--- src/rtl/fifo_pkg.sv ---
// fifo_pkg: shared constants and helpers for the synchronous FIFO.
//   - default almost-full / almost-empty thresholds
//   - pointer-width and depth helpers (pointer = address bits + wrap bit)
//   - count type for the default geometry
package fifo_pkg;

  localparam int DEF_ADDR_WIDTH = 3;
  localparam int DEF_AF_LEVEL   = 6;
  localparam int DEF_AE_LEVEL   = 2;
  localparam int DEF_PTR_WIDTH  = DEF_ADDR_WIDTH + 1;

  typedef logic [DEF_PTR_WIDTH-1:0] count_t;

  function automatic int ptr_width(input int aw);
    return aw + 1;
  endfunction

  function automatic int fifo_depth(input int aw);
    return 1 << aw;
  endfunction

endpackage

--- src/rtl/fifo_mem_dp.sv ---
// fifo_mem_dp: FIFO storage array.
//   CLK    rising-edge clock
//   RST    asynchronous active-low reset, clears every entry
//   we     write enable (accepted write only)
//   waddr  write address, wdata write data
//   raddr  read address, rdata asynchronous read data
module fifo_mem_dp
  import fifo_pkg::*;
#(
  parameter int DATA_WIDTH = 8,
  parameter int ADDR_WIDTH = 3
) (
  input  logic                  CLK,
  input  logic                  RST,
  input  logic                  we,
  input  logic [ADDR_WIDTH-1:0] waddr,
  input  logic [DATA_WIDTH-1:0] wdata,
  input  logic [ADDR_WIDTH-1:0] raddr,
  output logic [DATA_WIDTH-1:0] rdata
);

  localparam int DEPTH = fifo_depth(ADDR_WIDTH);

  logic [DATA_WIDTH-1:0] mem [DEPTH];

  always_ff @(posedge CLK or negedge RST) begin
    if (!RST) begin
      for (int i = 0; i < DEPTH; i++) mem[i] <= '0;
    end else if (we) begin
      mem[waddr] <= wdata;
    end
  end

  assign rdata = mem[raddr];

endmodule

--- src/rtl/sync_fifo_ctrl.sv ---
// sync_fifo_ctrl: single-clock FIFO with occupancy count, almost flags,
// read port with valid strobe and sticky overflow/underflow flags.
//   CLK, RST        clock / asynchronous active-low reset
//   w_data, winc    write data and write request
//   rinc            read request (pop acknowledge in FWFT mode)
//   clr_err         synchronous clear of overflow/underflow (set wins)
//   r_data, r_valid read data and valid strobe
//   wfull, rempty, walmost_full, ralmost_empty, count   status
//   overflow, underflow                                 sticky errors
// Build option: SYNC_FIFO_FWFT_EN selects first-word-fall-through reads;
// undefined gives the registered read with latency 1.
module sync_fifo_ctrl
  import fifo_pkg::*;
#(
  parameter int DATA_WIDTH = 8,
  parameter int ADDR_WIDTH = 3,
  parameter int AF_LEVEL   = DEF_AF_LEVEL,
  parameter int AE_LEVEL   = DEF_AE_LEVEL
) (
  input  logic                  CLK,
  input  logic                  RST,
  input  logic [DATA_WIDTH-1:0] w_data,
  input  logic                  winc,
  input  logic                  rinc,
  input  logic                  clr_err,
  output logic [DATA_WIDTH-1:0] r_data,
  output logic                  r_valid,
  output logic                  wfull,
  output logic                  rempty,
  output logic                  walmost_full,
  output logic                  ralmost_empty,
  output logic [ADDR_WIDTH:0]   count,
  output logic                  overflow,
  output logic                  underflow
);

  localparam int                 PTR_W  = ptr_width(ADDR_WIDTH);
  localparam logic [PTR_W-1:0]   AF_CNT = PTR_W'(AF_LEVEL);
  localparam logic [PTR_W-1:0]   AE_CNT = PTR_W'(AE_LEVEL);
  localparam logic [PTR_W-1:0]   ONE    = PTR_W'(1);

  logic [PTR_W-1:0]      wptr, rptr;
  logic                  wen, ren;
  logic [DATA_WIDTH-1:0] mem_rdata;

  // Flags come only from the pointer registers, so requests never reach
  // a flag combinationally.
  assign rempty        = (wptr == rptr);
  assign wfull         = (wptr[PTR_W-1] != rptr[PTR_W-1]) &&
                         (wptr[PTR_W-2:0] == rptr[PTR_W-2:0]);
  assign count         = wptr - rptr;
  assign walmost_full  = (count >= AF_CNT);
  assign ralmost_empty = (count <= AE_CNT);

  assign wen = winc && !wfull;
  assign ren = rinc && !rempty;

  fifo_mem_dp #(
    .DATA_WIDTH (DATA_WIDTH),
    .ADDR_WIDTH (ADDR_WIDTH)
  ) u_mem (
    .CLK   (CLK),
    .RST   (RST),
    .we    (wen),
    .waddr (wptr[PTR_W-2:0]),
    .wdata (w_data),
    .raddr (rptr[PTR_W-2:0]),
    .rdata (mem_rdata)
  );

  always_ff @(posedge CLK or negedge RST) begin
    if (!RST) begin
      wptr <= '0;
      rptr <= '0;
    end else begin
      if (wen) wptr <= wptr + ONE;
      if (ren) rptr <= rptr + ONE;
    end
  end

  // Set has priority over clear so an error in the clearing cycle is kept.
  always_ff @(posedge CLK or negedge RST) begin
    if (!RST) begin
      overflow  <= 1'b0;
      underflow <= 1'b0;
    end else begin
      if (winc && wfull)      overflow <= 1'b1;
      else if (clr_err)       overflow <= 1'b0;
      if (rinc && rempty)     underflow <= 1'b1;
      else if (clr_err)       underflow <= 1'b0;
    end
  end

`ifdef SYNC_FIFO_FWFT_EN
  assign r_data  = mem_rdata;
  assign r_valid = !rempty;
`else
  always_ff @(posedge CLK or negedge RST) begin
    if (!RST) begin
      r_data  <= '0;
      r_valid <= 1'b0;
    end else begin
      r_valid <= ren;
      if (ren) r_data <= mem_rdata;
    end
  end
`endif

endmodule

--- config.mk ---
export PLATFORM = sky130hd
export DESIGN_NAME = sync_fifo_ctrl
export DESIGN_NICKNAME = d
export VERILOG_FILES = /design/src/rtl/fifo_pkg.sv /design/src/rtl/fifo_mem_dp.sv /design/src/rtl/sync_fifo_ctrl.sv
export SDC_FILE = /design/constraint.sdc
export NUM_CORES = 1
export LEC_CHECK = 0
export CORE_ASPECT_RATIO = 0.75
export CORE_MARGIN = 2
export CORE_UTILIZATION = 45
export CTS_CLUSTER_DIAMETER = 50
export DETAILED_ROUTE_END_ITERATION = 10
export DONT_BUFFER_PORTS = 1
export GPL_TIMING_DRIVEN = 1
export PLACE_DENSITY = 0.68
export SYNTH_ARGS = -nofsm -noshare
export SYNTH_HDL_FRONTEND = slang
export SYNTH_SLANG_ARGS = --single-unit
--- constraint.sdc ---
create_clock -name CLK -period 2.8 [get_ports CLK]
set_input_delay 0.56 -clock CLK [delete_from_list [all_inputs] [get_ports CLK]]
set_output_delay 0.56 -clock CLK [all_outputs]
set_load 0.005 [all_outputs]
=== After elaboration in Yosys (flattened, before gate mapping) ===
Index checks and enable logic that the tools add are counted.

* Input bits: 13
* Bits in registers: 83
* Word-level logic and storage cells: 46
* Output and inout port bits: 19

* Bitwise gates (word level): 2
* Muxes and demuxes: 9
* Magnitude comparators: 5
* Equal/unequal tests: 3
* Add/sub/neg operators: 3
* Reduce and logical (&&, ||, !) cells: 10

{| class="wikitable"
|+ Operators by type and width
! cell !! number
|-
| 64-bit bitwise mux || 1
|-
| 8-bit binary-select mux with 3-bit select || 1
|-
| 8-bit demux with 3-bit select || 1
|-
| 8-bit 2-to-1 mux || 3
|-
| 4-bit by 1-bit adder with 4-bit output, second input constant || 2
|-
| 4-bit greater-or-equal comparator, second input constant || 2
|-
| 3-bit inverter with 4-bit output || 2
|-
| 1-bit logical AND || 6
|-
| 4-bit equality test || 1
|-
| 4-bit by 3-bit greater-or-equal comparator with 1-bit output, second input constant || 1
|-
| 4-bit by 2-bit less-or-equal comparator with 1-bit output, second input constant || 1
|-
| 4-bit by 1-bit less-than comparator with 1-bit output, second input constant || 1
|-
| 2-bit nonzero test || 2
|-
| 4-bit subtractor || 1
|-
| 3-bit equality test || 1
|-
| 1-bit 2-to-1 mux || 3
|-
| 1-bit zero test || 2
|-
| 1-bit inequality test || 1
|}

=== Longest topological paths before layout ===
* Depth in word-level cells: 6
* Depth in mapped cells: 8
* Depth with buffers taken out: 7

=== Modules after synthesis ===
From an unflattened synthesis, not the netlist that was laid out.

* Cells, all modules: 249
* Area, all modules: 3962.6 um^2

{| class="wikitable"
|+ Modules (own cells, without submodules)
! module !! area an instance (um^2) !! seq. area each (um^2) !! cells an instance !! instances
|-
| fifo_mem_dp || 2992.9 || 1601.5 || 172 || 1
|-
| sync_fifo_ctrl || 969.7 || 475.5 || 77 || 1
|}

=== Least setup slack after synthesis ===
OpenSTA, ideal clock, no wires.

* Path type: register to output
* Start point: register wptr[0]
* End point: output port ralmost_empty
* Path buffers: 0
* Arrival time: 1552 ps
* Setup slack: 688 ps
* Required time: 2240 ps
* Stages on the path, launching flop included: 7
* Path through: dfrtp_1 -> inv_1 -> ha_1 -> fa_1 -> inv_1 -> a21oi_1 -> o21a_1

* Longest elaborated chain between the ends: 2

{| class="wikitable"
|+ Ends and longest elaborated chain
! item !! line !! RTL
|-
| start, declared || sync_fifo_ctrl.sv:42 || <nowiki>logic [PTR_W-1:0] wptr, rptr;</nowiki>
|-
| start signal, assigned || sync_fifo_ctrl.sv:76 || <nowiki>if (wen) wptr <= wptr + ONE;</nowiki>
|-
| 4-bit subtractor || sync_fifo_ctrl.sv:51 || <nowiki>assign count = wptr - rptr;</nowiki>
|-
| named net count[1] || sync_fifo_ctrl.sv:32 || <nowiki>output logic [ADDR_WIDTH:0] count,</nowiki>
|-
| 4-bit by 2-bit less-or-equal comparator with 1-bit output || sync_fifo_ctrl.sv:53 || <nowiki>assign ralmost_empty = (count <= AE_CNT);</nowiki>
|-
| end, declared || sync_fifo_ctrl.sv:31 || <nowiki>output logic ralmost_empty,</nowiki>
|}

The timed path passes the listed nets, and every way through them passes these cells.

=== Final worst setup path ===
* Start point: register wptr[0]
* End point: output port ralmost_empty

* Longest elaborated chain between the ends: 2

{| class="wikitable"
|+ Ends and longest elaborated chain
! item !! line
|-
| 4-bit subtractor || sync_fifo_ctrl.sv:51
|-
| 4-bit by 2-bit less-or-equal comparator with 1-bit output || sync_fifo_ctrl.sv:53
|}

Every way passes these cells.

==> flow_summary.json <==
{
  "status": "finished, final reports clean",
  "gp_congestion": 0.722,
  "h-tree-depth": 3,
  "cts.clk_slew.worst_paths_ns": 0.06,
  "avgSynthCellArea_um2": 13.9,
  "hold_path.class": "input port to asynchronous set/reset pin",
  "yosysTopAreaCell": "dfrtp_1",
  "p_per_area_nw_per_um2": 1330,
  "hold_violations": 0,
  "n_antenna_cell": 0,
  "slew_violations": 0,
  "use_met3_pct": 5.36,
  "finalCriticalPeriod_ns": 2.61,
  "fmax_mhz": 383,
  "p_int_mw": 3.84,
  "start_util_pct": 46.7,
  "routedWlPerCell_um": 19.8,
  "setup_viol": 0,
  "cp-end-kind": "primary output",
  "p_total_mw": 5.82,
  "area_growth_pct": 10.3,
  "ff2ff_setup_slack_ns": 0.30,
  "use_met2_pct": 25.9,
  "worstPathRequired_ns": 2.24,
  "synth_cell_types": 30,
  "place_inst": 386,
  "row_count": 29,
  "final_cells": 403,
  "syn-instance-count": 287,
  "final_nets": 309,
  "vias_per_cell": 5.52,
  "critical_path.startpoint_type": "flip-flop",
  "grt-busiest-layer": "met1",
  "rsz0062_at_grt": "no",
  "use_met1_pct": 26.8,
  "final_common_cell": "dfrtp_1",
  "vdd_drop_max_v": 0.000523,
  "switchingPower_mw": 1.98,
  "combPwrFrac_pct": 41.3,
  "hpwl_um": 4980,
  "antenna_found_initial": 0,
  "ant_nets": 0,
  "fp.dieArea_um2": 9620,
  "pin_count": 32,
  "cts_max_path_buffers": 2,
  "core_area_um2": 8530,
  "chipHeight_um": 85.4,
  "slew_headroom_pct": 50.3,
  "synthTopCellsByArea": "dfrtp_1 (52%), mux2_2 (14%), mux2_4 (12%)",
  "grt-ovfl-total": 0,
  "min_period_over_period_pct": 93.1,
  "ys_warn_count": 0,
  "layout_common_cells": "dfrtp_1 (83), mux2_2 (48), mux2_4 (32)",
  "routed-via-count": 2224,
  "worstPathArrival_ns": 2.05,
  "synthDominantCellAreaShare_pct": 52.2,
  "drive_gt1_share_pct": 35.9,
  "worst-setup-path-type": "flip-flop to primary output",
  "synth_area_um2": 3980,
  "dieWidth_um": 113,
  "drcViolationCount": 0,
  "post-place-ws_ns": 0.294,
  "dr.pass1.iters": 4,
  "p_sw_share_pct": 34.0,
  "cts_buffers": 9,
  "pwr-share-clk_pct": 20.7,
  "seq_power_share_pct": 38.0,
  "seq_area_frac_synth_pct": 52.2,
  "cts-root-buf": "clkbuf_16",
  "drtIter0Drc": 133,
  "first_global_vias": 2312,
  "fin_skew_ns": 0.00791,
  "cp_max_fo": 6,
  "grt_start_max_net_pins": 84,
  "tns_ns": 0,
  "worst_path_max_delay_cell": "dfrtp_1",
  "cts_tree": "yes",
  "cts.sinks": 83,
  "drv_cap": 0,
  "post_cts_resize_count": 0,
  "power_leakage_nw": 2.03,
  "slowest_delay_ns": 0.45,
  "insertion_delay_ns": 0.34,
  "synth_nets": 306,
  "drt-total-wl_um": 8000,
  "setup_ws_ns": 0.192,
  "grt_first_pass_wirelength_um": 13100,
  "cp_cell_sequence": "inv_1, ha_1, fa_1, xnor2_1, a21oi_1, o21a_1",
  "tightest_slew_ns": 0.743,
  "whs_ns": 0.108,
  "io_buffer_count": 0,
  "grt_usage_pct": 18.2,
  "ys_seq_elements": 83
}
sequential cells by signal, summed over array words and instances, names as in the netlist:
| signal | flops |
|---|---|
| rptr | 4 |
| overflow | 1 |
| underflow | 1 |
| u_mem.mem | 64 |
| r_valid | 1 |
| r_data | 8 |
| wptr | 4 |
per-layer routing:
metal	up-vias	share of wire, %
met5	-	0
li1	1049	-
met1	1127	50
met4	0	1.2
met2	39	43
met3	9	5.7
repair_timing:
item                                   4_1_cts  5_1_grt
setup buffers                                0        0
hold buffers                                 1        0
endpoints found under the hold margin       83        0
cell type report:
| class | count | area, µm² |
|---|---|---|
| fill | 697 | 4140 |
| sequential | 83 | 2080 |
| multi-input combinational | 181 | 1780 |
| clock buffer | 11 | 243 |
| tap | 108 | 135 |
| clock inverter | 5 | 62.6 |
| timing repair buffer | 5 | 57.6 |
| inverter | 10 | 37.5 |
worst paths after layout:
check	start	depth (start not counted)	end
worst max-delay path	wptr[0]	6	ralmost_empty
worst min-delay path	RST	1	r_data[0]
worst max register to register	wptr[0]	6	u_mem.mem[44]
worst min register to register	u_mem.mem[12]	1	u_mem.mem[12]
max in group asynchronous	RST	1	rptr[3]
min in group CLK	clr_err	1	underflow
stage by stage:
stage	area (µm²)	utilization (%)
global route	4390	51.5
detailed placement	4060	47.6
floorplan	3980	-
global placement	4060	47.6
CTS	4390	51.5
finish	4390	51.5
worst max-delay path: cells and delay by family, from the launching register on:
| family | cells | cell delay, ns |
|---|---|---|
| AOI/OAI and AO/OA | 2 | 0.28 |
| DFF | 1 | 0.45 |
| buffers and inverters | 1 | 0.18 |
| xor gates and xnor gates | 1 | 0.17 |
| adders and majority gates | 2 | 0.64 |
cell families after synthesis:
family,count (synthesis),synth area share (%)
compound gates,36,6.00
xor+xnor,9,2.17
fa+ha+maj,6,2.07
buf+inv,23,3.14
flops,83,52.2
mux,96,29.7
simple gates,34,4.75
cell usage after synthesis:
cell type and instances:
xor2_1 1, xnor2_1 7, buf_4 1, inv_1 10, nand3_1 1, mux2_2 48, a21oi_1 2, o221ai_1 8
buf_2 4, mux2i_1 16, or4_1 4, nand4_1 1, nor2_1 4, nand2_1 17, o21ai_2 1, o21a_1 2
xnor2_2 1, o21ai_1 1, nor2b_1 2, dfrtp_1 83, buf_6 4, ha_1 5, buf_1 2, mux2_4 32
nand4_2 4, clkbuf_1 2, fa_1 1, o21ai_0 14, and3_1 1, a22oi_1 8
power by group through the flow:
stage	Sequential, mW	Clock (mW)	Combinational [mW]
after floorplan	2.09	0	1.99
after global placement	2.21	0	2.34
after detailed placement	2.22	0	2.40
after CTS	2.21	1.23	2.43
after global routing	2.29	1.28	2.65
final	2.21	1.20	2.40
Note: power is estimated with default switching activity, not from simulation.
